[src/rtl/fifo_pkg.sv]
// Shared sizing constants for the streaming FIFO controller and its two-port RAM.
package fifo_pkg;
   localparam int unsigned FIFO_DW    = 8;
   localparam int unsigned FIFO_AW    = 6;
   localparam int unsigned FIFO_DEPTH = 1 << FIFO_AW;
endpackage

[src/rtl/sync_fifo_ctrl_if.sv]
// Upstream sink / downstream source valid-ready handshake bundle for sync_fifo_ctrl.
interface sync_fifo_ctrl_if
   import fifo_pkg::*;
#(
   parameter int unsigned DW = FIFO_DW
);
   logic          s_valid;
   logic [DW-1:0] s_data;
   logic          s_ready;
   logic          m_valid;
   logic [DW-1:0] m_data;
   logic          m_ready;

   // Environment side: produces upstream words, consumes downstream words.
   modport master (
      output s_valid, s_data, m_ready,
      input  s_ready, m_valid, m_data
   );

   // Controller side.
   modport slave (
      input  s_valid, s_data, m_ready,
      output s_ready, m_valid, m_data
   );
endinterface

[src/rtl/fifo_wrap_ptr.sv]
// AW-bit wrapping address counter with increment and synchronous clear.
module fifo_wrap_ptr #(
   parameter int unsigned AW = 6
) (
   input  logic          clk,
   input  logic          rst_n,
   input  logic          inc,
   input  logic          clr,
   output logic [AW-1:0] ptr
);
   logic [AW-1:0] cnt_q;
   logic [AW-1:0] cnt_d;

   always_comb begin
      cnt_d = cnt_q;
      if (clr) begin
         cnt_d = '0;
      end else if (inc) begin
         cnt_d = cnt_q + AW'(1);
      end
   end

   always_ff @(posedge clk or negedge rst_n) begin
      if (!rst_n) begin
         cnt_q <= '0;
      end else begin
         cnt_q <= cnt_d;
      end
   end

   assign ptr = cnt_q;
endmodule

[src/rtl/sync_fifo_ctrl.sv]
// Streaming FIFO controller around an external two-port RAM (A write, B registered read).
// Optional synchronous flush port enabled by defining SYNC_FIFO_CTRL_FLUSH_EN.
module sync_fifo_ctrl
   import fifo_pkg::*;
#(
   parameter int unsigned DW = FIFO_DW,
   parameter int unsigned AW = FIFO_AW
) (
   input  logic                clk,
   input  logic                rst_n,
`ifdef SYNC_FIFO_CTRL_FLUSH_EN
   input  logic                flush,
`endif
   sync_fifo_ctrl_if.slave     bus,
   output logic                ram_we_a,
   output logic [AW-1:0]       ram_addr_a,
   output logic [DW-1:0]       ram_data_a,
   output logic                ram_rd_b,
   output logic [AW-1:0]       ram_addr_b,
   input  logic [DW-1:0]       ram_qb,
   output logic [AW:0]         level
);
   localparam int unsigned DEPTH = 1 << AW;

   logic [AW:0]   ram_cnt_q;
   logic [AW:0]   ram_cnt_d;
   logic          m_valid_q;
   logic          m_valid_d;
   logic          flush_c;
   logic          full_c;
   logic          wr_c;
   logic          rd_c;
   logic [AW-1:0] wr_ptr;
   logic [AW-1:0] rd_ptr;

`ifdef SYNC_FIFO_CTRL_FLUSH_EN
   assign flush_c = flush;
`else
   assign flush_c = 1'b0;
`endif

   // Handshake decode; everything is held off while in reset or flushing.
   assign full_c      = (ram_cnt_q == (AW+1)'(DEPTH));
   assign bus.s_ready = rst_n & ~flush_c & ~full_c;
   assign wr_c        = bus.s_valid & bus.s_ready;
   assign rd_c        = rst_n & ~flush_c & (ram_cnt_q != '0) & (~m_valid_q | bus.m_ready);

   always_comb begin
      m_valid_d = m_valid_q;
      ram_cnt_d = ram_cnt_q;
      if (flush_c) begin
         m_valid_d = 1'b0;
         ram_cnt_d = '0;
      end else begin
         if (rd_c) begin
            m_valid_d = 1'b1;
         end else if (bus.m_ready) begin
            m_valid_d = 1'b0;
         end
         unique case ({wr_c, rd_c})
            2'b10:   ram_cnt_d = ram_cnt_q + (AW+1)'(1);
            2'b01:   ram_cnt_d = ram_cnt_q - (AW+1)'(1);
            default: ram_cnt_d = ram_cnt_q;
         endcase
      end
   end

   always_ff @(posedge clk or negedge rst_n) begin
      if (!rst_n) begin
         ram_cnt_q <= '0;
         m_valid_q <= 1'b0;
      end else begin
         ram_cnt_q <= ram_cnt_d;
         m_valid_q <= m_valid_d;
      end
   end

   fifo_wrap_ptr #(.AW(AW)) u_wr_ptr (
      .clk   (clk),
      .rst_n (rst_n),
      .inc   (wr_c),
      .clr   (flush_c),
      .ptr   (wr_ptr)
   );

   fifo_wrap_ptr #(.AW(AW)) u_rd_ptr (
      .clk   (clk),
      .rst_n (rst_n),
      .inc   (rd_c),
      .clr   (flush_c),
      .ptr   (rd_ptr)
   );

   assign ram_we_a    = wr_c;
   assign ram_addr_a  = wr_ptr;
   assign ram_data_a  = bus.s_data;
   assign ram_rd_b    = rd_c;
   assign ram_addr_b  = rd_ptr;
   assign bus.m_valid = m_valid_q;
   assign bus.m_data  = ram_qb;
   // Output register counts as one buffered word on top of the RAM contents.
   assign level       = rst_n ? (ram_cnt_q + (AW+1)'(m_valid_q)) : '0;
endmodule
[src/flat_wrapper.sv]
// flat-port wrapper written by rule: the top's interface ports become plain ports
module sync_fifo_ctrl_flat import fifo_pkg::*;
#(
   parameter int unsigned DW = FIFO_DW,
   parameter int unsigned AW = FIFO_AW
)
  (clk, rst_n, ram_we_a, ram_addr_a, ram_data_a, ram_rd_b, ram_addr_b, ram_qb, level, bus_s_valid, bus_s_data, bus_m_ready, bus_s_ready, bus_m_valid, bus_m_data);
  sync_fifo_ctrl_if #(.DW(DW)) bus_i ();
  input  logic clk;
  input  logic rst_n;
  output logic ram_we_a;
  output logic [AW-1:0] ram_addr_a;
  output logic [DW-1:0] ram_data_a;
  output logic ram_rd_b;
  output logic [AW-1:0] ram_addr_b;
  input  logic [DW-1:0] ram_qb;
  output logic [AW:0] level;
  input wire logic [$bits(bus_i.s_valid)-1:0] bus_s_valid;
  input wire logic [$bits(bus_i.s_data)-1:0] bus_s_data;
  input wire logic [$bits(bus_i.m_ready)-1:0] bus_m_ready;
  output wire logic [$bits(bus_i.s_ready)-1:0] bus_s_ready;
  output wire logic [$bits(bus_i.m_valid)-1:0] bus_m_valid;
  output wire logic [$bits(bus_i.m_data)-1:0] bus_m_data;
  assign bus_i.s_valid = bus_s_valid;
  assign bus_i.s_data = bus_s_data;
  assign bus_i.m_ready = bus_m_ready;
  assign bus_s_ready = bus_i.s_ready;
  assign bus_m_valid = bus_i.m_valid;
  assign bus_m_data = bus_i.m_data;
  sync_fifo_ctrl #(.DW(DW), .AW(AW)) u_core (.clk(clk), .rst_n(rst_n), .bus(bus_i), .ram_we_a(ram_we_a), .ram_addr_a(ram_addr_a), .ram_data_a(ram_data_a), .ram_rd_b(ram_rd_b), .ram_addr_b(ram_addr_b), .ram_qb(ram_qb), .level(level));
endmodule
[config.mk]
export PLATFORM = sky130hd
export DESIGN_NAME = sync_fifo_ctrl_flat
export DESIGN_NICKNAME = d
export VERILOG_FILES = /design/src/rtl/fifo_pkg.sv /design/src/rtl/sync_fifo_ctrl_if.sv /design/src/rtl/fifo_wrap_ptr.sv /design/src/rtl/sync_fifo_ctrl.sv /design/src/flat_wrapper.sv
export SDC_FILE = /design/constraint.sdc
export NUM_CORES = 1
export LEC_CHECK = 0
export BUFFER_PORTS_ARGS = -buffer_cell sky130_fd_sc_hd__buf_2
export CAP_MARGIN = 20
export CORE_MARGIN = 2
export CORE_UTILIZATION = 30
export CTS_CLUSTER_DIAMETER = 60
export DETAILED_ROUTE_END_ITERATION = 16
export MAX_ROUTING_LAYER = met4
export SLEW_MARGIN = 20
export SYNTH_ARGS = -nofsm -noshare
export SYNTH_HDL_FRONTEND = slang
export SYNTH_SLANG_ARGS = --single-unit
[constraint.sdc]
create_clock -name clk -period 7.5 [get_ports clk]
set_input_delay 0.75 -clock clk [delete_from_list [all_inputs] [get_ports clk]]
set_output_delay 0.75 -clock clk [all_outputs]
set_load 0.01 [all_outputs]
### Word-level counts from Yosys, hierarchy flattened

Index checks and enable logic that the tools add are counted.

| cells by class | value |
|---|---|
| bitwise gates (word level) | 7 |
| add/subtract/negate cells | 5 |
| reduce and logical (&&, ||, !) cells | 3 |
| equal/unequal tests | 3 |
| muxes and demuxes | 4 |

Operators by type and width:

| operator | number |
|---|---|
| 7-bit case mux with 2 select lines | 1 |
| 6-bit by 1-bit adder with 6-bit output (second input constant) | 2 |
| 7-bit by 1-bit adder with 7-bit output | 1 |
| 7-bit by 1-bit adder with 7-bit output (second input constant) | 1 |
| 7-bit == test (second input constant) | 1 |
| 7-bit 2-to-1 mux | 1 |
| 7-bit nonzero test | 1 |
| 7-bit by 1-bit subtractor with 7-bit output (second input constant) | 1 |
| 1-bit AND | 4 |
| 2-bit nonzero test | 2 |
| 2-bit by 1-bit == test with 1-bit output (second input constant) | 1 |
| 2-bit == test (second input constant) | 1 |
| 1-bit 2-to-1 mux | 2 |
| 1-bit inverter | 2 |
| 1-bit OR | 1 |

| word-level totals | value |
|---|---|
| logic and storage cells | 26 |
| flip-flop bits (word level) | 20 |
| output and inout port bits | 39 |

### Longest topological paths before layout

Gate-level depths: netlist of the first run.

| depth | value |
|---|---|
| depth after elaboration | 6 |
| gate-level depth with buffers | 9 |
| mapped depth without buffers | 9 |

### Modules after synthesis

Synthesis of the first run repeated with hierarchy kept, for this count alone.

| second synthesis, totals | value |
|---|---|
| cells, all modules | 152 |
| area, all modules | 1387.6 um^2 |

By module, submodules not included:

| module | area an instance (um^2) | times used | cells an instance |
|---|---|---|---|
| sync_fifo_ctrl | 849.6 | 1 | 104 |
| fifo_wrap_ptr | 269.0 | 2 | 24 |

### Least setup slack after synthesis of the first run

No wires, ideal clock.

| path | value |
|---|---|
| path type | input -> register |
| start point | in rst_n |
| end point | reg u_core.ram_cnt_q[6] |
| library setup time | 0.080 ns |
| cell stages on the path | 8 |
| buffers on the path | 0 |
| path slack | 4.570 ns |
| data arrival time | 2.850 ns |
| path through | inv_1 a311oi_4 ha_1 fa_1 a211oi_1 or4b_1 a31oi_1 xnor2_1 |

| on the way | value |
|---|---|
| word-level cells in the longest chain between the ends | 4 |
| elaborated cells on any way between the ends | 8 |
| those cells by class | eq/ne (2); mux (1); bitwise (4); reduce/logical (1) |

Ends and longest elaborated chain:

| item | RTL line | RTL |
|---|---|---|
| start, declared | flat_wrapper.sv:10 | `input logic rst_n;` |
| 1-bit AND * (2 in a row) | sync_fifo_ctrl.sv:46 | `assign rd_c = rst_n & ~flush_c & (ram_cnt_q != '0) & (~m_valid_q \| bus.m_ready);` |
| via ram_rd_b | flat_wrapper.sv:14 | `output logic ram_rd_b;` |
| 2-bit by 1-bit == test with 1-bit output / 2-bit == test (equally long branches) | sync_fifo_ctrl.sv:60 | `unique case ({wr_c, rd_c})` |
| 7-bit case mux with 2 select lines / 2-bit nonzero test (equally long branches) | -- |  |
| end signal, assigned | sync_fifo_ctrl.sv:73 | `ram_cnt_q <= ram_cnt_d;` |
| end, declared | sync_fifo_ctrl.sv:25 | `logic [AW:0] ram_cnt_q;` |

Mark *: on every way through the listed nets, which the timed path passes. The rest lies on a longest branch.
A chain may end at the register's enable or synchronous reset.

### Worst setup path after layout of the first run

| path | value |
|---|---|
| start point | in rst_n |
| end point | reg u_core.ram_cnt_q[6] |

| on the way | value |
|---|---|
| word-level cells in the longest chain between the ends | 4 |
| elaborated cells on any way between the ends | 8 |
| those cells by class | eq/ne (2); mux (1); bitwise (4); reduce/logical (1) |

Ends and longest elaborated chain:

| item | RTL line |
|---|---|
| 1-bit AND (on tied branches) | sync_fifo_ctrl.sv:46, sync_fifo_ctrl.sv:44 |
| 1-bit AND (on tied branches) | sync_fifo_ctrl.sv:46, sync_fifo_ctrl.sv:45 |
| 2-bit by 1-bit == test with 1-bit output / 2-bit == test (equally long branches) | sync_fifo_ctrl.sv:60 |
| 7-bit case mux with 2 select lines / 2-bit nonzero test (equally long branches) | -- |

Several ways; a longest one is shown, not always the timed one.

==> results.sh, run 1 <==
export IMPL_outcome="complete, no violations"
export IMPL_setup_viol=0
export IMPL_synth_avg_cell_area_um2=10.3
export IMPL_cts_buffer_depth=2
export IMPL_slew_headroom=0.657
export IMPL_cts_hold_fix_buffers=0
export IMPL_worstSetupPathType="in -> reg"
export IMPL_die_y_um=71.9
export IMPL_cts_resized=0
export IMPL_io_pins=59
export IMPL_tns_ns=0
export IMPL_finalNetCount=180
export IMPL_worst_slack_ns=4.07
export IMPL_r2r_end="u_core.ram_cnt_q[6]"
export IMPL_tritoncts="built"
export IMPL_wl_met1_mm=1.12
export IMPL_antenna_left=0
export IMPL_io_buffers=26
export IMPL_vdd_ir_drop_max_v=0.000101
export IMPL_p_leak_uw=0.000677
export IMPL_rr_startpoint="u_core.ram_cnt_q[4]"
export IMPL_async_reset_ff_frac=1.00
export IMPL_hold_viol=0
export IMPL_grt_pass1_wl_mm=4.15
export IMPL_die_area_um2=5180
export IMPL_syn_num_nets=166
export IMPL_fin_cells=200
export IMPL_drtPass1Iterations=4
export IMPL_overflow=0
export IMPL_met2_wirelength_mm=1.11
export IMPL_antenna_found_initial=0
export IMPL_cts_root_buf="clkbuf_8"
export IMPL_postCtsSetupBuffers=0
export IMPL_route_detailed_drc=0
export IMPL_htree_levels=1
export IMPL_fmaxAchievable_mhz=292
export IMPL_rows=24
export IMPL_yosysTopAreaCellShare=0.361
export IMPL_synth_distinct_cells=32
export IMPL_power_density_nw_per_um2=403
export IMPL_endpoint="u_core.ram_cnt_q[6]"
export IMPL_fillers=449
export IMPL_place_ws_ns=3.76
export IMPL_synth_edf_count=0
export IMPL_dpl_hpwl_mm=1.91
export IMPL_fin_hold_ws_ns=0.464
export IMPL_max_cap_viol_count=0
export IMPL_drt_iter0_drc=42
export IMPL_top_layer="met4"
export IMPL_area_growth_pct=9.12
export IMPL_fp_coreArea_um2=4410
export IMPL_synth_top_area_cell="dfrtp_1"
export IMPL_place_congestion=0.782
export IMPL_multi_input_area_um2=749
export IMPL_synth_area_leaders="dfrtp_1, ha_1, xnor2_1"
export IMPL_setup_worst_path_start_class="input pin"
export IMPL_fin_util=0.342
export IMPL_min_period_ns=3.43
export IMPL_ff2ff_path_depth=8
export IMPL_grt_max_degree=26
export IMPL_grt_setup_unrepaired="no"
export IMPL_cp_data_required_time_ns=7.68
export IMPL_seqCellArea_um2=500
export IMPL_drive_above_1_share=0.243
export IMPL_cp_end_kind="flip-flop"
export IMPL_synth_top_flop_cell="dfrtp_1"
export IMPL_antenna_cells=0
export IMPL_syn_inst=135
export IMPL_critPathArrivalTime_ns=3.61
export IMPL_clock_sinks=20
export IMPL_synth_seq_cells=20
export IMPL_initial_core_util=0.314
export IMPL_grt_pass1_vias=941
export IMPL_die_w_um=71.9
export IMPL_fin_crit_sh=0.457
export IMPL_clk_pin_slew_ns=0.07
export IMPL_cp_startpoint="rst_n"
export IMPL_dr_wl_met3_um=189
export IMPL_final_max_slew_viol_count=0
export IMPL_hp_class="in -> async"
export IMPL_synth_warnings=0
export IMPL_skew_ns=0.00137
export IMPL_grt_usage=0.103
export IMPL_num_vias=969
export IMPL_syn_area_um2=1390
export IMPL_clk_latency_ns=0.25
export IMPL_vias_per_cell=4.85
export IMPL_r2r_slack_ns=4.51
export IMPL_drt_total_wl_mm=2.46
export IMPL_wire_per_inst_um=12.3
export IMPL_worst_pin_slew_ns=0.514
export IMPL_place_inst=196
export IMPL_worst_path_max_fanout=25
export IMPL_cts_made_buffers=3
export IMPL_ys_seq_area_frac=0.361
state kept, by name, summed over array words and instances (netlist names):
| name | count |
|---|---|
| u_core.ram_cnt_q | 7 |
| u_core.u_rd_ptr.ptr | 6 |
| u_core.u_wr_ptr.ptr | 6 |
| u_core.bus.m_valid | 1 |
critical path, cell delays in order:
cell	delay, ns
buf_2	0.42
inv_1	0.26
a311oi_4	0.50
ha_1	0.46
fa_1	0.30
a211oi_1	0.10
or4b_1	0.50
a31oi_1	0.17
xnor2_1	0.13
per-stage QoR:
stage	instance area [µm²]	total power [µW]
after global placement	1460	533
final	1510	609
after floorplan	1390	448
after CTS	1510	618
after global routing	1510	667
after detailed placement	1460	536
cell usage after synthesis (all sizes together), types with 3 or more instances:
master,count
dfrtp,20
buf,16
xnor2,14
ha,10
nand2,10
nor2,8
o21ai,6
xor2,6
and2,4
nand3,4
nand4,4
a211oi,3
a21o,3
a31oi,3
inv,3
mux2,3
how the worst min path moves through the flow:
| stage | startpoint | cells past startpoint | slack, ns | endpoint |
|---|---|---|---|---|
| final | rst_n | 1 | 0.46 | u_core.u_wr_ptr.ptr[4] |
| after global routing | rst_n | 1 | 0.50 | u_core.u_wr_ptr.ptr[1] |
| after CTS | u_core.u_rd_ptr.ptr[5] | 1 | 0.47 | u_core.u_rd_ptr.ptr[5] |
| after detailed placement | u_core.u_rd_ptr.ptr[5] | 1 | 0.46 | u_core.u_rd_ptr.ptr[5] |
| after global placement | u_core.u_rd_ptr.ptr[5] | 1 | 0.46 | u_core.u_rd_ptr.ptr[5] |
| after floorplan | rst_n | 0 | 0.45 | u_core.bus.m_valid |
cell families after synthesis:
group	Yosys count	synth area share
xor gates and xnor gates	20	0.126
muxes	3	0.0244
DFF	20	0.361
adders and majority gates	11	0.105
and+or+nand+nor	39	0.157
buffers and inverters	20	0.0976
AOI/OAI and AO/OA	22	0.128
power by group:
part,internal [µW],switching (µW)
Clock,46.6,32.8
Sequential,158,72.8
Combinational,147,152
routing by layer:
| metal | GRT usage | vias up |
|---|---|---|
| li1 | - | 486 |
| met1 | 0.120 | 442 |
| met2 | 0.172 | 32 |
| met3 | 0.0222 | 9 |
| met4 | 0.0461 | 0 |
| met5 | - | - |
final cells by class:
| cell class | instances | share of cell area |
|---|---|---|
| sequential | 20 | 0.331 |
| clock buffer | 4 | 0.0364 |
| tap | 52 | 0.0430 |
| multi-input combinational | 95 | 0.496 |
| timing repair buffer | 26 | 0.0861 |
| inverter | 3 | 0.00745 |
layout by cell type (no fill, tap or decap), types with 3 or more instances in the layout:
master    synthesis  final
nor2_1            8      8
o21ai_0           6      6
a21o_1            3      3
xor2_1            6      6
a211oi_1          3      3
dfrtp_1          20     20
nand2_1          10     10
ha_1             10     10
mux2_2            3      3
nand3_1           4      4
buf_2             0     26
and2_1            4      4
inv_1             3      3
nand4_1           4      4
clkbuf_8          0      4
xnor2_1          14     14
No activity file was read; power rests on OpenSTA's default activity.
==> run 2, diff against run 1 <==
- ABC_AREA: not set -> 1
- clock period: 7.5 -> 3.45 ns (I/O delays scaled with it)
==> run 2 against run 1 <==
Final cell count increased by 44%; largest cell class unchanged; non-clock buffer count up 2; synthesized cell count rose by 52%; worst setup slack worse by 3.1 ns; critical path type unchanged; largest power group unchanged; die area up 8.3%; core utilization grew 0.95 points; critical path depth rose by 2; first-iteration DRC count increased by 17%; register-to-register slack worse by 3.5 ns.
==> results.sh, run 2 <==
export IMPL_tns_ns=0
export IMPL_synth_avg_cell_area_um2=7.35
export IMPL_fp_coreArea_um2=4790
export IMPL_p_leak_uw=0.000951
export IMPL_syn_area_um2=1510
export IMPL_initial_core_util=0.315
export IMPL_grt_setup_unrepaired="no"
export IMPL_hold_viol=0
export IMPL_synth_distinct_cells=24
export IMPL_clock_sinks=20
export IMPL_die_y_um=74.9
export IMPL_wire_per_inst_um=10.6
export IMPL_fin_crit_sh=0.731
export IMPL_syn_num_nets=236
export IMPL_cp_data_required_time_ns=3.60
export IMPL_largest_reg_flops=7
export IMPL_drt_iter0_drc=49
export IMPL_hp_class="in -> reg"
export IMPL_htree_levels=1
export IMPL_skew_ns=0.00412
export IMPL_area_growth_pct=11.8
export IMPL_worst_path_max_fanout=10
export IMPL_clk_latency_ns=0.26
export IMPL_die_w_um=74.9
export IMPL_cts_buffer_depth=2
export IMPL_rows=25
export IMPL_worstSetupPathType="in -> reg"
export IMPL_tritoncts="built"
export IMPL_postPlaceCellArea_um2=1600
export IMPL_final_area_um2=1680
export IMPL_final_cell_mix="nand2_1, buf_2, inv_1, dfrtp_1, nand3_1"
export IMPL_grt_usage=0.129
export IMPL_crit_buf_inv=2
export IMPL_setup_viol=0
export IMPL_synth_most_common_cell="nand2_1"
export IMPL_drtPass1Iterations=4
export IMPL_synth_warnings=0
export IMPL_synth_area_leaders="dfrtp_1, nand2_1, ha_1"
export IMPL_place_congestion=0.843
export IMPL_grt_pass1_vias=1217
export IMPL_antenna_left=0
export IMPL_finalNetCount=252
export IMPL_crit_path_top_delay_cell="dlygate4sd3_1"
export IMPL_io_buffers=26
export IMPL_layout_commonest_cell="nand2_1"
export IMPL_path_cells="dlygate4sd3_1, buf_2, nand3_4, ha_1, fa_1, nand2_1, nand2_1, nand3_1, nand3_1, nand3_1, nand2_1"
export IMPL_ys_seq_area_frac=0.332
export IMPL_drt_total_wl_mm=3.04
export IMPL_io_pins=59
export IMPL_place_inst=282
export IMPL_synth_top_area_cell="dfrtp_1"
export IMPL_vdd_ir_drop_max_v=0.000338
export IMPL_synth_top_flop_cell="dfrtp_1"
export IMPL_die_area_um2=5600
export IMPL_slew_headroom=0.787
export IMPL_power_density_nw_per_um2=789
export IMPL_cpPeakStageDelay_ns=0.52
export IMPL_yosysTopAreaCellShare=0.332
export IMPL_overflow=0
export IMPL_outcome="complete, no violations"
export IMPL_num_vias=1269
export IMPL_worst_pin_slew_ns=0.319
export IMPL_clk_pin_slew_ns=0.08
export IMPL_grt_pass1_wl_mm=5.40
export IMPL_synth_common_cells="nand2_1, inv_1, dfrtp_1"
export IMPL_min_period_ns=2.52
export IMPL_critPathTopFamily="buffers and inverters"
export IMPL_antenna_found_initial=0
export IMPL_antenna_cells=0
export IMPL_regMostFlops="u_core.ram_cnt_q"
export IMPL_grt_max_degree=21
export IMPL_power_uw=1330
export IMPL_fin_cells=287
export IMPL_final_max_slew_viol_count=0
export IMPL_route_detailed_drc=0
export IMPL_syn_inst=205
export IMPL_dpl_hpwl_mm=2.41
export IMPL_cp_end_kind="flip-flop"
export IMPL_synth_edf_count=0
export IMPL_vias_per_cell=4.42
export IMPL_critPathArrivalTime_ns=2.67
export IMPL_fmaxAchievable_mhz=397
export IMPL_synth_seq_cells=20
export IMPL_drive_above_1_share=0.182
export IMPL_setup_worst_path_start_class="input pin"
export IMPL_cts_root_buf="clkbuf_8"
export IMPL_async_reset_ff_frac=1.00
export IMPL_max_cap_viol_count=0
export IMPL_cts_made_buffers=3
run 2: worst reg2reg max path: stages, from the launching register on:
cell and delay [ns]:
dfrtp_1 0.44, inv_1 0.10, nand2_1 0.07, nor2_2 0.16, nand2_1 0.11, nand3_4 0.11, inv_2 0.08, ha_1 0.30
fa_1 0.42, nand2_1 0.10, nand2_1 0.09, nand3_1 0.10, nand3_1 0.07, nand3_1 0.10, nand2_1 0.07
run 2: final timing paths:
path	from	endpoint	slack, ns	cells after the start
max reg2reg	u_core.ram_cnt_q[2]	u_core.ram_cnt_q[6]	1.01	14
max in group asynchronous	rst_n	u_core.u_rd_ptr.ptr[1]	2.42	3
min	bus_m_ready	u_core.bus.m_valid	0.43	4
min in group asynchronous	rst_n	u_core.u_rd_ptr.ptr[0]	0.49	2
max	rst_n	u_core.ram_cnt_q[6]	0.93	11
min reg2reg	u_core.u_wr_ptr.ptr[5]	u_core.u_wr_ptr.ptr[5]	0.54	2
run 2: metal layers:
metal	wire (µm)	share of wire	global-route usage	vias to the layer above
met1	1450	0.48	0.167	579
li1	-	-	-	665
met2	1400	0.46	0.199	23
met3	185	0.061	0.0415	2
met4	8	0.0026	0.0218	0
met5	0	0	-	-
run 2: final cells by class:
type | count | area (µm²)
fill | 521 | 3100
multi-input combinational | 140 | 771
sequential | 20 | 500
timing repair buffer | 28 | 148
inverter | 28 | 110
tap | 67 | 83.8
clock buffer | 3 | 41.3
clock inverter | 1 | 30.0
run 2: logic make-up after synthesis:
kind of cell,share of synthesized area
fa+ha+maj,0.0963
buf+inv,0.156
compound gates,0.0590
simple gates,0.304
flops,0.332
xor+xnor,0.0523
run 2: report_power, final:
| part | internal (µW) | switching [µW] |
|---|---|---|
| registers | 325 | 132 |
| clock network | 155 | 81.5 |
| logic | 270 | 365 |
run 2: per-stage QoR:
stage	hold slack, ns	utilization	setup slack, ns
detailed placement	0.247	0.335	1.05
CTS	0.423	0.352	0.918
global placement	0.244	0.335	1.11
finish	0.426	0.352	0.930
global route	0.460	0.352	0.668
floorplan	0.0494	-	1.27
run 2: what timing repair did:
action                                 CTS  global route
gates resized for setup                  0             0
endpoints found under the hold margin    7             0
setup buffers                            0             0
hold buffers                             1             0
==> run 3, diff against run 2 <==
- ABC_AREA: 1 -> 0
- clock period: 3.45 -> 2.1 ns (I/O delays scaled with it)
==> run 3 against run 2 <==
Routed wire length shrank 0.99%; sequential cell count is the same; clock power grew 60%; highest routed layer unchanged; cell area grew 13%; final cell count shrank 18%; total power grew 110%; die area shrank 7.6%; critical path depth shrank 1; combinational power grew to 2.6 times the previous value; largest power group unchanged; sequential power grew 64%; the run now ends with setup timing left.
==> results.sh, run 3 (synthesized netlist as in run 1, its figures left out) <==
export IMPL_outcome="finished with violations"
export IMPL_violations="setup timing"
export IMPL_power_internal_uw=1720
export IMPL_antenna_cells=0
export IMPL_setup_worst_path_start_class="flip-flop"
export IMPL_clk_pin_slew_ns=0.07
export IMPL_initial_core_util=0.314
export IMPL_worst_pin_slew_ns=0.272
export IMPL_antenna_found_initial=0
export IMPL_die_area_um2=5180
export IMPL_vias_per_cell=4.87
export IMPL_io_buffers=26
export IMPL_final_area_um2=1900
export IMPL_p_leak_uw=0.000860
export IMPL_drtPass1Iterations=4
export IMPL_critPathTopFamily="simple AND/OR/NAND/NOR gates"
export IMPL_io_pins=59
export IMPL_final_cell_mix="buf_4, buf_2, dfrtp_1, xnor2_1, nand2_1"
export IMPL_skew_ns=0.00474
export IMPL_area_growth_pct=37.3
export IMPL_power_switching_uw=1060
export IMPL_fmaxAchievable_mhz=408
export IMPL_path_cells="nor4_4, buf_4, a31oi_4, inv_2, ha_4, fa_2, a211oi_2, or4b_1, a31oi_1, xnor2_1"
export IMPL_swShare=0.382
export IMPL_max_cap_viol_count=0
export IMPL_htree_levels=1
export IMPL_cts_made_buffers=3
export IMPL_dpl_hpwl_mm=2.40
export IMPL_grt_pass1_wl_mm=5.08
export IMPL_slew_headroom=0.816
export IMPL_place_inst=224
export IMPL_power_frac_seq=0.269
export IMPL_power_uw=2780
export IMPL_r2r_slack_ns=-0.35
export IMPL_drt_iter0_drc=20
export IMPL_worst_slack_ns=-0.352
export IMPL_crit_buf_inv=2
export IMPL_rr_startpoint="u_core.ram_cnt_q[2]"
export IMPL_route_detailed_drc=0
export IMPL_postPlaceCellArea_um2=1710
export IMPL_clk_latency_ns=0.26
export IMPL_worstSetupPathType="reg -> reg"
export IMPL_finalNetCount=214
export IMPL_whs_endpoint="u_core.bus.m_valid"
export IMPL_cp_end_kind="flip-flop"
export IMPL_hp_class="in -> reg"
export IMPL_num_vias=1140
export IMPL_crit_path_top_delay_cell="or4b_1"
export IMPL_rows=24
export IMPL_grt_setup_unrepaired="yes"
export IMPL_p_comb_frac=0.595
export IMPL_hold_viol=0
export IMPL_layout_commonest_cell="buf_4"
export IMPL_final_max_slew_viol_count=0
export IMPL_fin_hold_ws_ns=0.291
export IMPL_critPathArrivalTime_ns=2.63
export IMPL_fp_coreArea_um2=4410
export IMPL_largest_reg_flops=7
export IMPL_power_density_nw_per_um2=1460
export IMPL_hold_depth=3
export IMPL_fin_crit_sh=1.17
export IMPL_wire_per_inst_um=12.8
export IMPL_cts_root_buf="clkbuf_8"
export IMPL_cts_buffer_depth=2
export IMPL_min_period_ns=2.45
export IMPL_fin_cells=234
export IMPL_setup_viol=4
export IMPL_grt_max_degree=15
export IMPL_die_y_um=71.9
export IMPL_clock_sinks=20
export IMPL_place_congestion=0.863
export IMPL_cp_data_required_time_ns=2.28
export IMPL_die_w_um=71.9
export IMPL_ff2ff_path_depth=10
export IMPL_p_clk_frac=0.136
export IMPL_drt_total_wl_mm=3.01
export IMPL_regMostFlops="u_core.ram_cnt_q"
export IMPL_worstHoldStart="bus_m_ready"
export IMPL_grt_pass1_vias=1149
export IMPL_drive_above_1_share=0.462
export IMPL_tritoncts="built"
export IMPL_r2r_end="u_core.ram_cnt_q[6]"
export IMPL_antenna_left=0
export IMPL_vdd_ir_drop_max_v=0.000654
export IMPL_grt_usage=0.127
export IMPL_cpPeakStageDelay_ns=0.50
export IMPL_overflow=0
export IMPL_worst_path_max_fanout=6
run 3: power groups by stage:
stage	Combinational (µW)	Sequential [µW]	Clock, µW
2_1_floorplan	819	851	0
3_3_place_gp	1490	743	0
3_5_place_dp	1520	758	0
4_1_cts	1670	749	391
5_1_grt	1830	778	408
6_report	1650	749	378
run 3: per-layer routing:
layer	global-route usage	wire length (µm)	vias to the layer above
met5	-	0	-
met4	0.0294	27	0
met3	0.0403	203	10
met2	0.213	1480	39
met1	0.148	1290	538
li1	-	-	553
run 3: area by class of cell:
type,count,area [µm²]
multi-input combinational,95,857
sequential,20,502
inverter,3,11.3
tap,52,65.1
clock buffer,3,41.3
clock inverter,1,30.0
timing repair buffer,60,395
fill,424,2510
run 3: worst max path at each step:
stage	endpoint	startpoint	cells past startpoint
2_1_floorplan	u_core.ram_cnt_q[6]	u_core.ram_cnt_q[2]	8
3_3_place_gp	u_core.ram_cnt_q[6]	u_core.ram_cnt_q[2]	9
3_5_place_dp	u_core.ram_cnt_q[6]	u_core.ram_cnt_q[2]	9
4_1_cts	u_core.ram_cnt_q[6]	u_core.ram_cnt_q[4]	9
5_1_grt	u_core.ram_cnt_q[6]	u_core.ram_cnt_q[2]	10
6_report	u_core.ram_cnt_q[6]	u_core.ram_cnt_q[2]	10
run 3: worst register-to-register path, stage by stage (launching register included):
cell,delay [ns]
dfrtp_2,0.43
nor4_4,0.29
buf_4,0.17
a31oi_4,0.07
inv_2,0.08
ha_4,0.21
fa_2,0.25
a211oi_2,0.08
or4b_1,0.50
a31oi_1,0.18
xnor2_1,0.13
run 3: timing repair:
| action | 4_1_cts | 5_1_grt |
|---|---|---|
| setup buffers | 5 | 2 |
| hold buffers | 1 | 0 |
| hold endpoints to repair | 20 | 0 |
| resized for setup | 14 | 2 |
| setup endpoints to repair | 4 | 6 |
| gates cloned | 0 | 0 |
| pin swaps | 11 | 14 |
run 3: stage by stage:
step                      TNS [ns]  worst slack [ns]  utilization
after floorplan              -1.41            -0.525            -
after global placement      -0.774            -0.292        0.388
after detailed placement     -1.03            -0.364        0.388
after CTS                    -1.22            -0.376        0.431
after global routing         -1.69            -0.471        0.431
final                        -1.08            -0.352        0.431
